===== config.mk =====
export PLATFORM = sky130hd
export DESIGN_NAME = ex_completion_sched
export DESIGN_NICKNAME = d
export VERILOG_FILES = /design/src/rtl/ex_completion_sched.sv
export SDC_FILE = /design/constraint.sdc
export NUM_CORES = 1
export LEC_CHECK = 0
export CORE_MARGIN = 2
export CORE_UTILIZATION = 45
export CTS_CLUSTER_SIZE = 10
export DETAILED_ROUTE_END_ITERATION = 8
export PLACE_DENSITY_LB_ADDON = 0.12
export RECOVER_POWER = 100
export SYNTH_ARGS = -nofsm -noshare
export SYNTH_HDL_FRONTEND = slang
export SYNTH_SLANG_ARGS = --single-unit

===== constraint.sdc =====
create_clock -name clock -period 2.7 [get_ports clock]
set_input_delay 0.81 -clock clock [delete_from_list [all_inputs] [get_ports clock]]
set_output_delay 0.81 -clock clock [all_outputs]
set_load 0.005 [all_outputs]

===== src/rtl/ex_completion_sched.sv =====
// ex_completion_sched: execute-side responder to the reservation station.
// Each RS entry owns one execution slot. A slot counts down its functional-unit
// latency, then requests the single CDB. The granted slot broadcasts its tag and
// tells the RS which entry to free.
// Optional build macro EX_SCHED_RR_ARB_EN selects a round-robin arbiter in place of
// the default fixed priority 3 > 4 > 1 > 0 > 2.
module ex_completion_sched #(
    parameter int TAG_W    = 6,
    parameter int RS_SZ    = 5,
    parameter int ALU_LAT  = 1,
    parameter int MEM_LAT  = 2,
    parameter int MULT_LAT = 4
) (
    input  logic             clock,
    input  logic             reset,
    input  logic             interrupt,
    input  logic             issue_en,
    input  logic [2:0]       issue_rs_idx,
    input  logic             issue_dest_valid,
    input  logic [TAG_W-1:0] issue_dest_tag,
    output logic             is_stall,
    output logic [TAG_W-1:0] cdb,
    output logic             cdb_en,
    output logic             remove_en,
    output logic [2:0]       remove_idx,
    output logic [RS_SZ-1:0] slot_busy
);

    localparam int MAX_LAT = (ALU_LAT > MEM_LAT) ?
                             ((ALU_LAT > MULT_LAT) ? ALU_LAT : MULT_LAT) :
                             ((MEM_LAT > MULT_LAT) ? MEM_LAT : MULT_LAT);
    // The counter only has to hold LAT-1.
    localparam int CNT_W = (MAX_LAT > 1) ? $clog2(MAX_LAT) : 1;

    // Slot 0 is the ALU, slots 1-2 are load/store, every higher slot is a multiplier.
    function automatic int lat_of(input int s);
        if (s == 0)      return ALU_LAT;
        else if (s <= 2) return MEM_LAT;
        else             return MULT_LAT;
    endfunction

    logic [RS_SZ-1:0] busy_q, busy_d;
    logic [RS_SZ-1:0] dest_q, dest_d;
    logic [CNT_W-1:0] cnt_q [RS_SZ];
    logic [CNT_W-1:0] cnt_d [RS_SZ];
    logic [TAG_W-1:0] tag_q [RS_SZ];
    logic [TAG_W-1:0] tag_d [RS_SZ];

    logic [TAG_W-1:0] cdb_q, cdb_d;
    logic             cdb_en_q, cdb_en_d;
    logic             remove_en_q, remove_en_d;
    logic [2:0]       remove_idx_q, remove_idx_d;

    logic             idx_busy;
    logic             accept;
    logic [7:0]       req;
    logic             gnt_valid;
    logic             gnt_fire;
    logic [2:0]       gnt_idx;
    logic             gnt_dest;
    logic [TAG_W-1:0] gnt_tag;

    // Stall decision for the presented issue; the interrupt cycle always stalls.
    always_comb begin
        // NOTE: every signal written here gets a default first so no latch is inferred.
        idx_busy = 1'b0;
        for (int i = 0; i < RS_SZ; i++) begin
            if (issue_rs_idx == 3'(i)) idx_busy = busy_q[i];
        end
        is_stall = issue_en && ((int'(issue_rs_idx) >= RS_SZ) || idx_busy || interrupt);
        accept   = issue_en && !is_stall;
    end

    // A slot requests the CDB once its countdown has reached zero; unused bits stay low.
    always_comb begin
        req = '0;
        for (int i = 0; i < RS_SZ; i++) begin
            req[i] = busy_q[i] && (cnt_q[i] == '0);
        end
    end

`ifdef EX_SCHED_RR_ARB_EN
    logic [2:0] ptr_q, ptr_d;
    int         probe;

    // Round-robin: search starts at the slot after the last grant and wraps.
    always_comb begin
        gnt_valid = 1'b0;
        gnt_idx   = '0;
        probe     = 0;
        for (int k = 0; k < RS_SZ; k++) begin
            probe = (int'(ptr_q) + k) % RS_SZ;
            if (!gnt_valid && req[probe]) begin
                gnt_valid = 1'b1;
                gnt_idx   = 3'(probe);
            end
        end
        ptr_d = (int'(gnt_idx) + 1 >= RS_SZ) ? 3'd0 : gnt_idx + 3'd1;
    end

    // Pointer moves only when a grant is actually taken.
    always_ff @(posedge clock or negedge reset) begin
        if (!reset)        ptr_q <= '0;
        else if (gnt_fire) ptr_q <= ptr_d;
    end
`else
    localparam int PRIO [5] = '{3, 4, 1, 0, 2};

    // Fixed priority 3 > 4 > 1 > 0 > 2; any slots beyond 4 rank last in index order.
    always_comb begin
        gnt_valid = 1'b0;
        gnt_idx   = '0;
        for (int k = 0; k < 5; k++) begin
            if (!gnt_valid && req[PRIO[k]]) begin
                gnt_valid = 1'b1;
                gnt_idx   = 3'(PRIO[k]);
            end
        end
        for (int i = 5; i < 8; i++) begin
            if (!gnt_valid && req[i]) begin
                gnt_valid = 1'b1;
                gnt_idx   = 3'(i);
            end
        end
    end
`endif

    // Fetch the winner's payload and drop the grant when a flush is in progress.
    always_comb begin
        gnt_fire = gnt_valid && !interrupt;
        gnt_dest = 1'b0;
        gnt_tag  = '0;
        for (int i = 0; i < RS_SZ; i++) begin
            if (gnt_idx == 3'(i)) begin
                gnt_dest = dest_q[i];
                gnt_tag  = tag_q[i];
            end
        end
    end

    // Slot next state: flush beats grant beats accept beats countdown.
    always_comb begin
        busy_d = busy_q;
        dest_d = dest_q;
        cnt_d  = cnt_q;
        tag_d  = tag_q;
        for (int i = 0; i < RS_SZ; i++) begin
            if (interrupt) begin
                busy_d[i] = 1'b0;
                cnt_d[i]  = '0;
            end else if (gnt_valid && gnt_idx == 3'(i)) begin
                busy_d[i] = 1'b0;
                cnt_d[i]  = '0;
            end else if (accept && issue_rs_idx == 3'(i)) begin
                busy_d[i] = 1'b1;
                cnt_d[i]  = CNT_W'(lat_of(i) - 1);
                tag_d[i]  = issue_dest_tag;
                dest_d[i] = issue_dest_valid;
            end else if (busy_q[i] && cnt_q[i] != '0) begin
                cnt_d[i]  = cnt_q[i] - CNT_W'(1);
            end
        end
    end

    // Completion outputs: cdb and remove_idx keep their last value between grants.
    always_comb begin
        remove_en_d  = gnt_fire;
        remove_idx_d = gnt_fire ? gnt_idx : remove_idx_q;
        cdb_en_d     = gnt_fire && gnt_dest;
        cdb_d        = (gnt_fire && gnt_dest) ? gnt_tag : cdb_q;
    end

    // State registers.
    always_ff @(posedge clock or negedge reset) begin
        if (!reset) begin
            // NOTE: the slot arrays are a handful of flops, not a RAM, so they are reset
            // like any other register and a mid-countdown reset leaves nothing behind.
            busy_q <= '0;
            dest_q <= '0;
            for (int i = 0; i < RS_SZ; i++) begin
                cnt_q[i] <= '0;
                tag_q[i] <= '0;
            end
            cdb_q        <= '0;
            cdb_en_q     <= 1'b0;
            remove_en_q  <= 1'b0;
            remove_idx_q <= '0;
        end else begin
            // NOTE: non-blocking assignments so every register samples pre-edge values.
            busy_q       <= busy_d;
            dest_q       <= dest_d;
            cnt_q        <= cnt_d;
            tag_q        <= tag_d;
            cdb_q        <= cdb_d;
            cdb_en_q     <= cdb_en_d;
            remove_en_q  <= remove_en_d;
            remove_idx_q <= remove_idx_d;
        end
    end

    assign cdb        = cdb_q;
    assign cdb_en     = cdb_en_q;
    assign remove_en  = remove_en_q;
    assign remove_idx = remove_idx_q;
    assign slot_busy  = busy_q;

endmodule

==> flow_summary_export.csv <==
group,metric,value,unit
min_path,hold_depth,2,
logic_synthesis,ys.flop_type,"dfrtp_1",
cells_and_area,drive_gt1_share,22.5,%
pwr,internal_power,0.00177,W
timing,skew,0.0110,ns
placement,place_hpwl,4.15,mm
critical_path,cp_cell_sequence,"clkdlybuf4s15_2 -> mux4_2 -> o21ai_1 -> a21boi_1 -> buf_2",
timing,rsz0062_at_grt,"false",
route,wirelength,6.31,mm
timing,slew_violations,62,
run_status,status,"finished, violations left",
cells_and_area,stdcell_count,392,
route,first_pass_iters,4,
route,drc,0,
critical_path,cp.arrival,1.82,ns
logic_synthesis,syn-num-nets,274,
grt,grt_pass1_wl,10.6,mm
min_path,hp-class,"reg2reg",
logic_synthesis,yosys_warnings,0,
pwr,pwr-share-clk,33.2,%
timing,period_needed,2.63,ns
route,vias,2126,
timing,fmax,381,MHz
critical_path,setup.worst_path.start_class,"input pin",
critical_path,worst_path_largest_cell_delay,0.49,ns
placement,place_congestion,0.807,
critical_path,required,1.89,ns
logic_synthesis,ys_seq_elements,61,
route,ant_nets,0,
logic_synthesis,seq_area_frac_synth,53.4,%
run_status,violations,"max-capacitance violations, max-slew violations",
critical_path,critPathSlowestCell,"mux4_2",
clock_network,htree_levels,3,
clock_network,root_buffer,"clkbuf_8",
timing,setup_viol,0,
flow_run,max_cap_violations,1,
critical_path,worst_setup_path_end_kind,"primary output",
grt,overflow,0,
critical_path,critical_path.max_fanout,2,
die,initial_core_util,45.8,%
critical_path,worstSetupPathType,"in2out",
placement,port_buffers,30,
cells_and_area,mostFrequentLayoutCells,"dfrtp_1, nand2_1, mux2_2",
clock_network,cts_tree,"done",
grt,grt_max_degree,62,
clock_network,post_cts_buffers,0,
cells_and_area,fin_area,0.00350,mm²
critical_path,reg2reg_depth,7,
route,drt_iter0_markers,132,
cells_and_area,areaGrowthSynthToFinish,22.3,%
placement,dp_cells,376,
timing,final-hold-violation-count,0,
critical_path,regToRegSetupSlack,0.19,ns
pwr,powerDensity,677,mW/mm²
die,dieArea,0.00701,mm²
critical_path,r2r-start,"cnt_q[0]$_DFFE_PN0P_",
pwr,p_sw,0.000598,W
min_path,hold_end,"tag_q[23]$_DFFE_PN0P_",
placement,place_area,0.00342,mm²
grt,antenna_found_initial,0,
clock_network,worst_skew_pair.late_latency,0.34,ns
die,ios,31,
critical_path,r2r-end,"cdb[4]$_DFFE_PN0P_",
clock_network,cts_inserted_buffers,9,
pwr,ir_drop,0.000413,V
pwr,cellLeakagePower,1.59,nW
grt,grt_pass1_vias,2071,
logic_synthesis,synth.distinct_cells,36,
route,vias_per_cell,5.42,
cells_and_area,final_common_cell,"dfrtp_1",
logic_synthesis,netlist_area,0.00286,mm²
min_path,hp-start,"tag_q[23]$_DFFE_PN0P_",
pwr,p_comb_share,17.2,%
die,fp.dieW,83.7,µm
clock_network,cts.hold.buffers_added,0,
route,drt-wirelength-per-cell,16.1,µm
critical_path,cp_top_family,"multiplexers",
cells_and_area,utilization,56.1,%
logic_synthesis,avgSynthCellArea,11.2,µm²
critical_path,cp.depth,5,
timing,final.period_utilization,97.2,%
die,coreArea,0.00624,mm²
timing,tightest_slew,1.52,ns
logic_synthesis,async_reset_ff_share,100,%
pwr,p_sw_share,25.3,%
timing,slew_headroom,-1.42,%
logic_synthesis,synth-edff-count,0,
grt,grtUsageTotal,19.7,%
logic_synthesis,netlist_instances,255,
pwr,pwr-share-seq,49.6,%
clock_network,cts_num_sinks,61,
cells_and_area,nNetsFinal,329,
cells_and_area,n_antenna_cell,0,
die,row_count,29,
clock_network,clkTransAtPathRegs,0.06,ns
clock_network,cts_buffer_depth,2,
die,die_h,83.7,µm
critical_path,path_buf_inv,2,
cell families after synthesis:
kind of cell	share of synthesized area (%)
AND/OR/NAND/NOR	12.2
flip-flops	53.4
AO/OA/AOI/OAI	11.8
multiplexers	16.7
buffers and inverters	3.46
adder cells (fa/ha/maj)	2.19
XOR/XNOR	0.306
state kept, by name (all words and copies together), names as in the netlist:
signal	cells
tag_q	30
cnt_q	10
cdb	6
dest_q	5
slot_busy	5
remove_idx	3
cdb_en	1
remove_en	1
synthesized netlist by cell type (all sizes together), types with 3 or more instances:
master | count | area share, %
a222oi | 6 | 2.1
o21ai | 18 | 3.1
nand2b | 4 | 0.87
dfrtp | 61 | 53
nor3 | 4 | 0.70
buf | 4 | 0.70
nand2 | 40 | 5.2
ha | 5 | 2.2
clkbuf | 4 | 0.52
nor2 | 14 | 1.8
a31oi | 4 | 1.4
inv | 16 | 2.1
mux2 | 35 | 14
mux2i | 6 | 2.1
a21oi | 11 | 2.2
nand3 | 3 | 0.52
metal layers:
| metal | track usage (%) | part of all wire, % | vias up |
|---|---|---|---|
| met5 | 0 | 0 | - |
| met4 | 6.30 | 1.6 | 0 |
| met3 | 6.03 | 5.2 | 12 |
| met2 | 28.8 | 45 | 55 |
| met1 | 28.4 | 48 | 1055 |
| li1 | - | - | 1004 |
how the worst max path moves through the flow:
stage | slack (ns) | startpoint | end
after global routing | 0.004 | issue_rs_idx[1] | is_stall
after global placement | -0.63 | issue_rs_idx[1] | is_stall
after CTS | 0.05 | issue_rs_idx[1] | is_stall
final | 0.07 | issue_rs_idx[1] | is_stall
after floorplan | 0.07 | issue_rs_idx[1] | is_stall
after detailed placement | -0.64 | issue_rs_idx[1] | is_stall
through the flow:
| step | total power (W) | hold slack (ns) | setup TNS (ns) | worst slack (ns) |
|---|---|---|---|---|
| after global placement | 0.00163 | 0.461 | -0.626 | -0.626 |
| after detailed placement | 0.00165 | 0.463 | -0.636 | -0.636 |
| after floorplan | 0.00141 | 0.446 | 0 | 0.0743 |
| after CTS | 0.00243 | 0.480 | 0 | 0.0479 |
| final | 0.00237 | 0.477 | 0 | 0.0749 |
| after global routing | 0.00250 | 0.507 | 0 | 0.00354 |
worst register-to-register path, delay by kind of cell (launching register included):
kind / cells / cell delay, ns
AO/OA/AOI/OAI: 4 / 1.29
flip-flops: 1 / 0.38
buffers and inverters: 1 / 0.05
multiplexers: 1 / 0.42
adder cells (fa/ha/maj): 1 / 0.26
timing repair:
action	4_1_cts	5_1_grt
resized for setup	10	0
endpoints found under the setup margin	1	1
pin swaps	2	1
cell type report:
type	count	area, µm²
fill	558	2740
sequential	61	1530
multi-input combinational	169	1190
timing repair buffer	52	422
clock buffer	13	179
tap	77	96.3
inverter	17	63.8
clock inverter	3	17.5
power groups by stage:
stage	registers (W)	logic, W	clock network [W]
global placement	0.00119	0.000440	0
floorplan	0.00119	0.000228	0
finish	0.00118	0.000407	0.000786
detailed placement	0.00120	0.000450	0
CTS	0.00118	0.000450	0.000804
global route	0.00120	0.000454	0.000851
(Power assumes the default switching activity.)
